## src/rtl/alu_decoder_md.sv

```systemverilog
// ALU control decode for the multicycle MIPS datapath, with an iterative
// multiply/divide engine that owns the architectural HI/LO registers.
`timescale 1ns/1ps

module alu_decoder_md #(
   parameter int WIDTH = 32,
   parameter bit MD_EN = 1'b1
) (
   input  logic             clk,
   input  logic             reset,
   input  logic [1:0]       aluop,
   input  logic [5:0]       funct,
   input  logic             start,
   input  logic [WIDTH-1:0] srca,
   input  logic [WIDTH-1:0] srcb,
   output logic [2:0]       alucontrol,
   output logic [WIDTH-1:0] hilo_out,
   output logic             illegal,
   output logic             busy,
   output logic             stall,
   output logic             done
);

   // state | meaning
   // IDLE  | waiting for an MD start; MTHI/MTLO write here
   // MUL   | shift-add multiply, one multiplier bit per cycle
   // DIV   | restoring divide, one quotient bit per cycle
   // DONE  | HI/LO hold the new result; done pulses for this cycle
   typedef enum logic [1:0] {S_IDLE, S_MUL, S_DIV, S_DONE} state_t;

   localparam int       CW  = $clog2(WIDTH);
   localparam logic     MDE = MD_EN;

   localparam logic [5:0] F_ADD   = 6'b100000;
   localparam logic [5:0] F_SUB   = 6'b100010;
   localparam logic [5:0] F_AND   = 6'b100100;
   localparam logic [5:0] F_OR    = 6'b100101;
   localparam logic [5:0] F_SLT   = 6'b101010;
   localparam logic [5:0] F_MULT  = 6'b011000;
   localparam logic [5:0] F_MULTU = 6'b011001;
   localparam logic [5:0] F_DIV   = 6'b011010;
   localparam logic [5:0] F_DIVU  = 6'b011011;
   localparam logic [5:0] F_MFHI  = 6'b010000;
   localparam logic [5:0] F_MTHI  = 6'b010001;
   localparam logic [5:0] F_MFLO  = 6'b010010;
   localparam logic [5:0] F_MTLO  = 6'b010011;

   state_t             state;
   logic [WIDTH-1:0]   hi, lo;
   logic [2*WIDTH-1:0] prod;
   logic [WIDTH-1:0]   mcand;
   logic [WIDTH:0]     rem;
   logic [WIDTH-1:0]   quo;
   logic [WIDTH-1:0]   dvd_raw;
   logic               neg_q, neg_r, divz;
   logic [CW-1:0]      count;

   logic rtype, is_r_funct, is_md_funct, is_muldiv, signed_op, last;
   logic [WIDTH-1:0]   abs_a, abs_b;

   assign rtype       = (aluop == 2'b10);
   assign is_r_funct  = funct inside {F_ADD, F_SUB, F_AND, F_OR, F_SLT};
   assign is_muldiv   = funct inside {F_MULT, F_MULTU, F_DIV, F_DIVU};
   assign is_md_funct = is_muldiv || (funct inside {F_MFHI, F_MTHI, F_MFLO, F_MTLO});
   assign illegal     = rtype & ~is_r_funct & ~(MDE & is_md_funct);
   assign stall       = busy & rtype & is_md_funct;

   always_comb begin
      alucontrol = 3'b000;
      case (aluop)
         2'b00: alucontrol = 3'b010;
         2'b01: alucontrol = 3'b110;
         2'b11: alucontrol = 3'b001;
         default: begin
            case (funct)
               F_ADD:   alucontrol = 3'b010;
               F_SUB:   alucontrol = 3'b110;
               F_AND:   alucontrol = 3'b000;
               F_OR:    alucontrol = 3'b001;
               F_SLT:   alucontrol = 3'b111;
               default: alucontrol = 3'b000;
            endcase
         end
      endcase
   end

   always_comb begin
      hilo_out = '0;
      if (MDE && rtype && funct == F_MFHI)
         hilo_out = hi;
      else if (MDE && rtype && funct == F_MFLO)
         hilo_out = lo;
   end

   // Signed forms have funct[0]=0; the engine works on magnitudes.
   assign signed_op = ~funct[0];
   assign abs_a     = (signed_op && srca[WIDTH-1]) ? -srca : srca;
   assign abs_b     = (signed_op && srcb[WIDTH-1]) ? -srcb : srcb;
   assign last      = (count == CW'(WIDTH-1));

   logic [WIDTH:0]     mul_sum;
   logic [2*WIDTH-1:0] mul_next, mul_res;
   logic [WIDTH:0]     div_shift, rem_next;
   logic [WIDTH+1:0]   div_diff;
   logic               div_ok;
   logic [WIDTH-1:0]   quo_next, q_res, r_res;

   always_comb begin
      mul_sum   = {1'b0, prod[2*WIDTH-1:WIDTH]} + (prod[0] ? {1'b0, mcand} : {(WIDTH+1){1'b0}});
      mul_next  = {mul_sum, prod[WIDTH-1:1]};
      mul_res   = neg_q ? -mul_next : mul_next;
      div_shift = {rem[WIDTH-1:0], quo[WIDTH-1]};
      div_diff  = {1'b0, div_shift} - {2'b00, mcand};
      div_ok    = ~div_diff[WIDTH+1];
      rem_next  = div_ok ? div_diff[WIDTH:0] : div_shift;
      quo_next  = {quo[WIDTH-2:0], div_ok};
      // Divide by zero bypasses the sign fix-up: LO all ones, HI the raw dividend.
      q_res     = divz ? {WIDTH{1'b1}} : (neg_q ? -quo_next : quo_next);
      r_res     = divz ? dvd_raw : (neg_r ? -rem_next[WIDTH-1:0] : rem_next[WIDTH-1:0]);
   end

   always_ff @(posedge clk) begin
      if (reset) begin
         state   <= S_IDLE;
         hi      <= '0;
         lo      <= '0;
         prod    <= '0;
         mcand   <= '0;
         rem     <= '0;
         quo     <= '0;
         dvd_raw <= '0;
         neg_q   <= 1'b0;
         neg_r   <= 1'b0;
         divz    <= 1'b0;
         count   <= '0;
         busy    <= 1'b0;
         done    <= 1'b0;
      end else begin
         done <= 1'b0;
         case (state)
            S_IDLE: begin
               if (start && rtype && MDE) begin
                  if (is_muldiv) begin
                     count   <= '0;
                     busy    <= 1'b1;
                     neg_q   <= signed_op & (srca[WIDTH-1] ^ srcb[WIDTH-1]);
                     neg_r   <= signed_op & srca[WIDTH-1];
                     divz    <= (srcb == '0);
                     dvd_raw <= srca;
                     if (funct[1]) begin
                        state <= S_DIV;
                        rem   <= '0;
                        quo   <= abs_a;
                        mcand <= abs_b;
                     end else begin
                        state <= S_MUL;
                        prod  <= {{WIDTH{1'b0}}, abs_b};
                        mcand <= abs_a;
                     end
                  end else if (funct == F_MTHI) begin
                     hi <= srca;
                  end else if (funct == F_MTLO) begin
                     lo <= srca;
                  end
               end
            end
            S_MUL: begin
               prod  <= mul_next;
               count <= count + CW'(1);
               if (last) begin
                  state <= S_DONE;
                  busy  <= 1'b0;
                  done  <= 1'b1;
                  hi    <= mul_res[2*WIDTH-1:WIDTH];
                  lo    <= mul_res[WIDTH-1:0];
               end
            end
            S_DIV: begin
               rem   <= rem_next;
               quo   <= quo_next;
               count <= count + CW'(1);
               if (last) begin
                  state <= S_DONE;
                  busy  <= 1'b0;
                  done  <= 1'b1;
                  hi    <= r_res;
                  lo    <= q_res;
               end
            end
            default: state <= S_IDLE;
         endcase
      end
   end

endmodule
```

## config.mk

```make
export PLATFORM = sky130hd
export DESIGN_NAME = alu_decoder_md
export DESIGN_NICKNAME = d
export VERILOG_FILES = /design/src/rtl/alu_decoder_md.sv
export SDC_FILE = /design/constraint.sdc
export NUM_CORES = 1
export LEC_CHECK = 0
export CORE_UTILIZATION = 42
export CTS_CLUSTER_DIAMETER = 100
export DETAILED_ROUTE_END_ITERATION = 10
export GPL_ROUTABILITY_DRIVEN = 0
export SYNTH_ARGS = -nofsm -noshare
export SYNTH_HDL_FRONTEND = slang
export SYNTH_SLANG_ARGS = --single-unit
export TNS_END_PERCENT = 100
```

## constraint.sdc

```tcl
create_clock -name clk -period 7.4 [get_ports clk]
set_input_delay 1.85 -clock clk [delete_from_list [all_inputs] [get_ports clk]]
set_output_delay 1.85 -clock clk [all_outputs]
set_load 0.005 [all_outputs]
```

==> results.sh, run 1 <==
export IMPL_status="finished clean"
export IMPL_clockBufferDepth=3
export IMPL_seq_area_frac_synth_pct=25.9
export IMPL_route_detailed_drc=0
export IMPL_yosysMostFrequentCell="nand2_1"
export IMPL_area_growth_pct=12.3
export IMPL_setup_tns_ns=0
export IMPL_syn_nets=3064
export IMPL_cts_htree_levels=1
export IMPL_yosys_area_top_type="dfxtp_1"
export IMPL_post_cts_resized=0
export IMPL_core_area_um2=48800
export IMPL_via_per_inst=6.31
export IMPL_cp_required_ns=5.55
export IMPL_drt_iter0_markers=2828
export IMPL_nNetsFinal=3039
export IMPL_cts_root_buf="clkbuf_16"
export IMPL_max_cap_viol_count=0
export IMPL_r2r_setup_slack_ns=1.68
export IMPL_grt_pass1_vias=20300
export IMPL_yosys_warnings=0
export IMPL_cts_sinks=268
export IMPL_setup_viol=0
export IMPL_fin_cells=3575
export IMPL_holdCritStartpoint="hi[13]$_SDFFE_PP0P_"
export IMPL_worst_setup_path_end_kind="output port"
export IMPL_hp_class="reg -> reg"
export IMPL_first_pass_iters=6
export IMPL_ctsHoldBuffers=0
export IMPL_rsz0062_at_grt="no"
export IMPL_ys_ff_latch=268
export IMPL_path_class="in -> out"
export IMPL_via_count=22500
export IMPL_ir_worst_vdd_mv=0.193
export IMPL_drive_gt1_share_pct=5.57
export IMPL_cp_start_kind="input port"
export IMPL_syn_inst=2913
export IMPL_timing_fmax_mhz=158
export IMPL_async_flop_share_pct=0
export IMPL_cts_buffers=31
export IMPL_max_stage_delay_ns=0.80
export IMPL_clock_skew_ns=0.0138
export IMPL_synth_cell_area_um2=20700
export IMPL_cts_tree="done"
export IMPL_ys_top_cells_by_area="dfxtp_1 (26%), nand2_1 (7.5%), a21oi_1 (6.9%), xnor2_1 (6.4%), nor2_1 (5.4%)"
export IMPL_crit_arrival_ns=4.47
export IMPL_drtAntennaViolNets=0
export IMPL_powerDensity_nw_per_um2=169
export IMPL_synth_top_cell_area_share_pct=25.9
export IMPL_syn_area_per_cell_um2=7.12
export IMPL_cp_max_fo=52
export IMPL_wl_per_cell_um=23.6
export IMPL_grt_use_total_pct=32.5
export IMPL_antenna_found_initial=0
export IMPL_gr_total_overflow=0
export IMPL_synthDistinctLibCells=87
export IMPL_die_w_um=224
export IMPL_placed_cells=3519
export IMPL_synth_enable_flop_cells=0
export IMPL_synthTopCellsByCount="nand2_1 (414), nor2_1 (300), a21oi_1 (287), dfxtp_1 (268), o21ai_0 (202)"
export IMPL_dpl_hpwl_um=62700
export IMPL_holdPathEnd="hi[13]$_SDFFE_PP0P_"
export IMPL_insertion_delay_ns=0.59
export IMPL_power_leakage_nw=8.63
export IMPL_path_cells="buf_2 > buf_4 > clkinv_1 > a21o_1 > o41ai_1 > clkdlybuf4s50_1"
export IMPL_maxSlewHeadroom_pct=21.6
export IMPL_synth_ff_type="dfxtp_1"
export IMPL_regToRegStartpoint="mcand[18]$_SDFFE_PP0P_"
export IMPL_crit_buf_inv=4
export IMPL_cp_slowest_cell="clkinv_1"
export IMPL_wl_um=84400
export IMPL_timing_rr_end="hi[20]$_SDFFE_PP0P_"
export IMPL_hold_depth=2
export IMPL_grt_max_degree=177
export IMPL_ios=114
export IMPL_row_count=81
export IMPL_period_minus_slack_ns=6.32
export IMPL_crit_family="buffers and inverters"
export IMPL_initial_core_util_pct=42.5
export IMPL_die_area_um2=50300
export IMPL_finalCritPeriodShare_pct=85.3
export IMPL_worst_pin_slew_ns=1.17
export IMPL_maxSlewViolCount=0
export IMPL_grt_first_pass_wirelength_um=126000
export IMPL_power_w=0.00393
export IMPL_place_port_buffers=113
export IMPL_finalHoldViolCount=0
export IMPL_reg2reg_depth=17
export IMPL_cts_setup_buffers=0
export IMPL_clkTransAtPathRegs_ns=0.05
export IMPL_die_h_um=224
[worst register-to-register path: cells and delay by family (launching register included)]
family          cells  cell delay [ns]
simple gates        4             0.81
fa+ha+maj           1             0.44
xor+xnor            1             0.34
buf+inv             3             1.05
compound gates      8             2.47
flops               1             0.50
[area by class of cell]
class,count,area (µm²)
diodes,1,2.50
clock buffers,39,866
clock inverters,16,135
fillers,5083,25600
inverters,74,278
multi-input cells,2361,14400
flip-flops and latches,268,5370
well taps,664,831
repair buffers,152,1440
[through the flow]
stage	setup WS, ns	instance area [µm²]	util, %	hold WS (ns)
final	1.08	23300	47.7	0.456
after global routing	0.974	23300	47.7	0.469
after CTS	1.15	23300	47.7	0.457
after detailed placement	1.14	22300	45.6	0.448
after global placement	1.19	22300	45.6	0.440
after floorplan	2.38	20700	-	0.425
[how the worst max path moves through the flow]
| stage | to | slack [ns] | start | cells past startpoint |
|---|---|---|---|---|
| global placement | alucontrol[1] | 1.19 | funct[1] | 6 |
| floorplan | hilo_out[10] | 2.38 | funct[2] | 5 |
| finish | alucontrol[1] | 1.08 | funct[1] | 6 |
| detailed placement | alucontrol[1] | 1.14 | funct[1] | 6 |
| CTS | alucontrol[1] | 1.15 | funct[1] | 6 |
| global route | alucontrol[1] | 0.97 | funct[1] | 6 |
[registers in the layout, summed over array words and instances, names as in the netlist]
register  cells
divz          1
neg_q         1
lo           32
rem          32
neg_r         1
mcand        32
prod         64
quo          32
dvd_raw      32
busy          1
hi           32
count         5
done          1
state         2
[power breakdown]
part | switching, W | total, W | internal (W) | leakage [nW]
sequential | 0.0000383 | 0.00151 | 0.00148 | 2.16
clock | 0.000666 | 0.00155 | 0.000888 | 0.503
combinational | 0.000608 | 0.000863 | 0.000255 | 5.97
[cells in the final DEF, fill, tap and decap left out, types with 70 or more instances in the layout]
| cell | instances |
|---|---|
| ha_1 | 71 |
| nor3_1 | 73 |
| nand2_1 | 413 |
| nand3_1 | 70 |
| nor2_1 | 298 |
| a21oi_1 | 286 |
| dfxtp_1 | 266 |
| xnor2_1 | 151 |
| clkdlybuf4s50_1 | 111 |
| inv_1 | 70 |
| o21ai_0 | 202 |
[kinds of logic (layout without fill, tap and decap cells)]
family,Yosys count,after routing,share of synthesized area [%]
compound gates,946,946,29.4
simple gates,1097,1097,24.4
fa+ha+maj,76,76,4.66
mux,25,25,1.29
other cells,0,1,0
buf+inv,284,281,5.28
flops,268,268,25.9
xor+xnor,217,217,9.16
[routing by layer]
metal	GRT usage [%]	wire length, µm	vias up
li1	-	-	10400
met1	44.3	35000	10600
met2	50.0	36300	1265
met3	3.87	7740	228
met4	17.9	5290	0
met5	0	0	-
(Power assumes the default switching activity.)
==> run 2: changes to the inputs <==
--- a/config.mk
+++ b/config.mk
@@ -9,6 +9,7 @@
 export CTS_CLUSTER_DIAMETER = 100
 export DETAILED_ROUTE_END_ITERATION = 10
 export GPL_ROUTABILITY_DRIVEN = 0
+export SKIP_CTS_REPAIR_TIMING = 1
 export SYNTH_ARGS = -nofsm -noshare
 export SYNTH_HDL_FRONTEND = slang
 export SYNTH_SLANG_ARGS = --single-unit
==> results of run 2 <==
The final DEF is identical to that of run 1; final timing and power are the same.
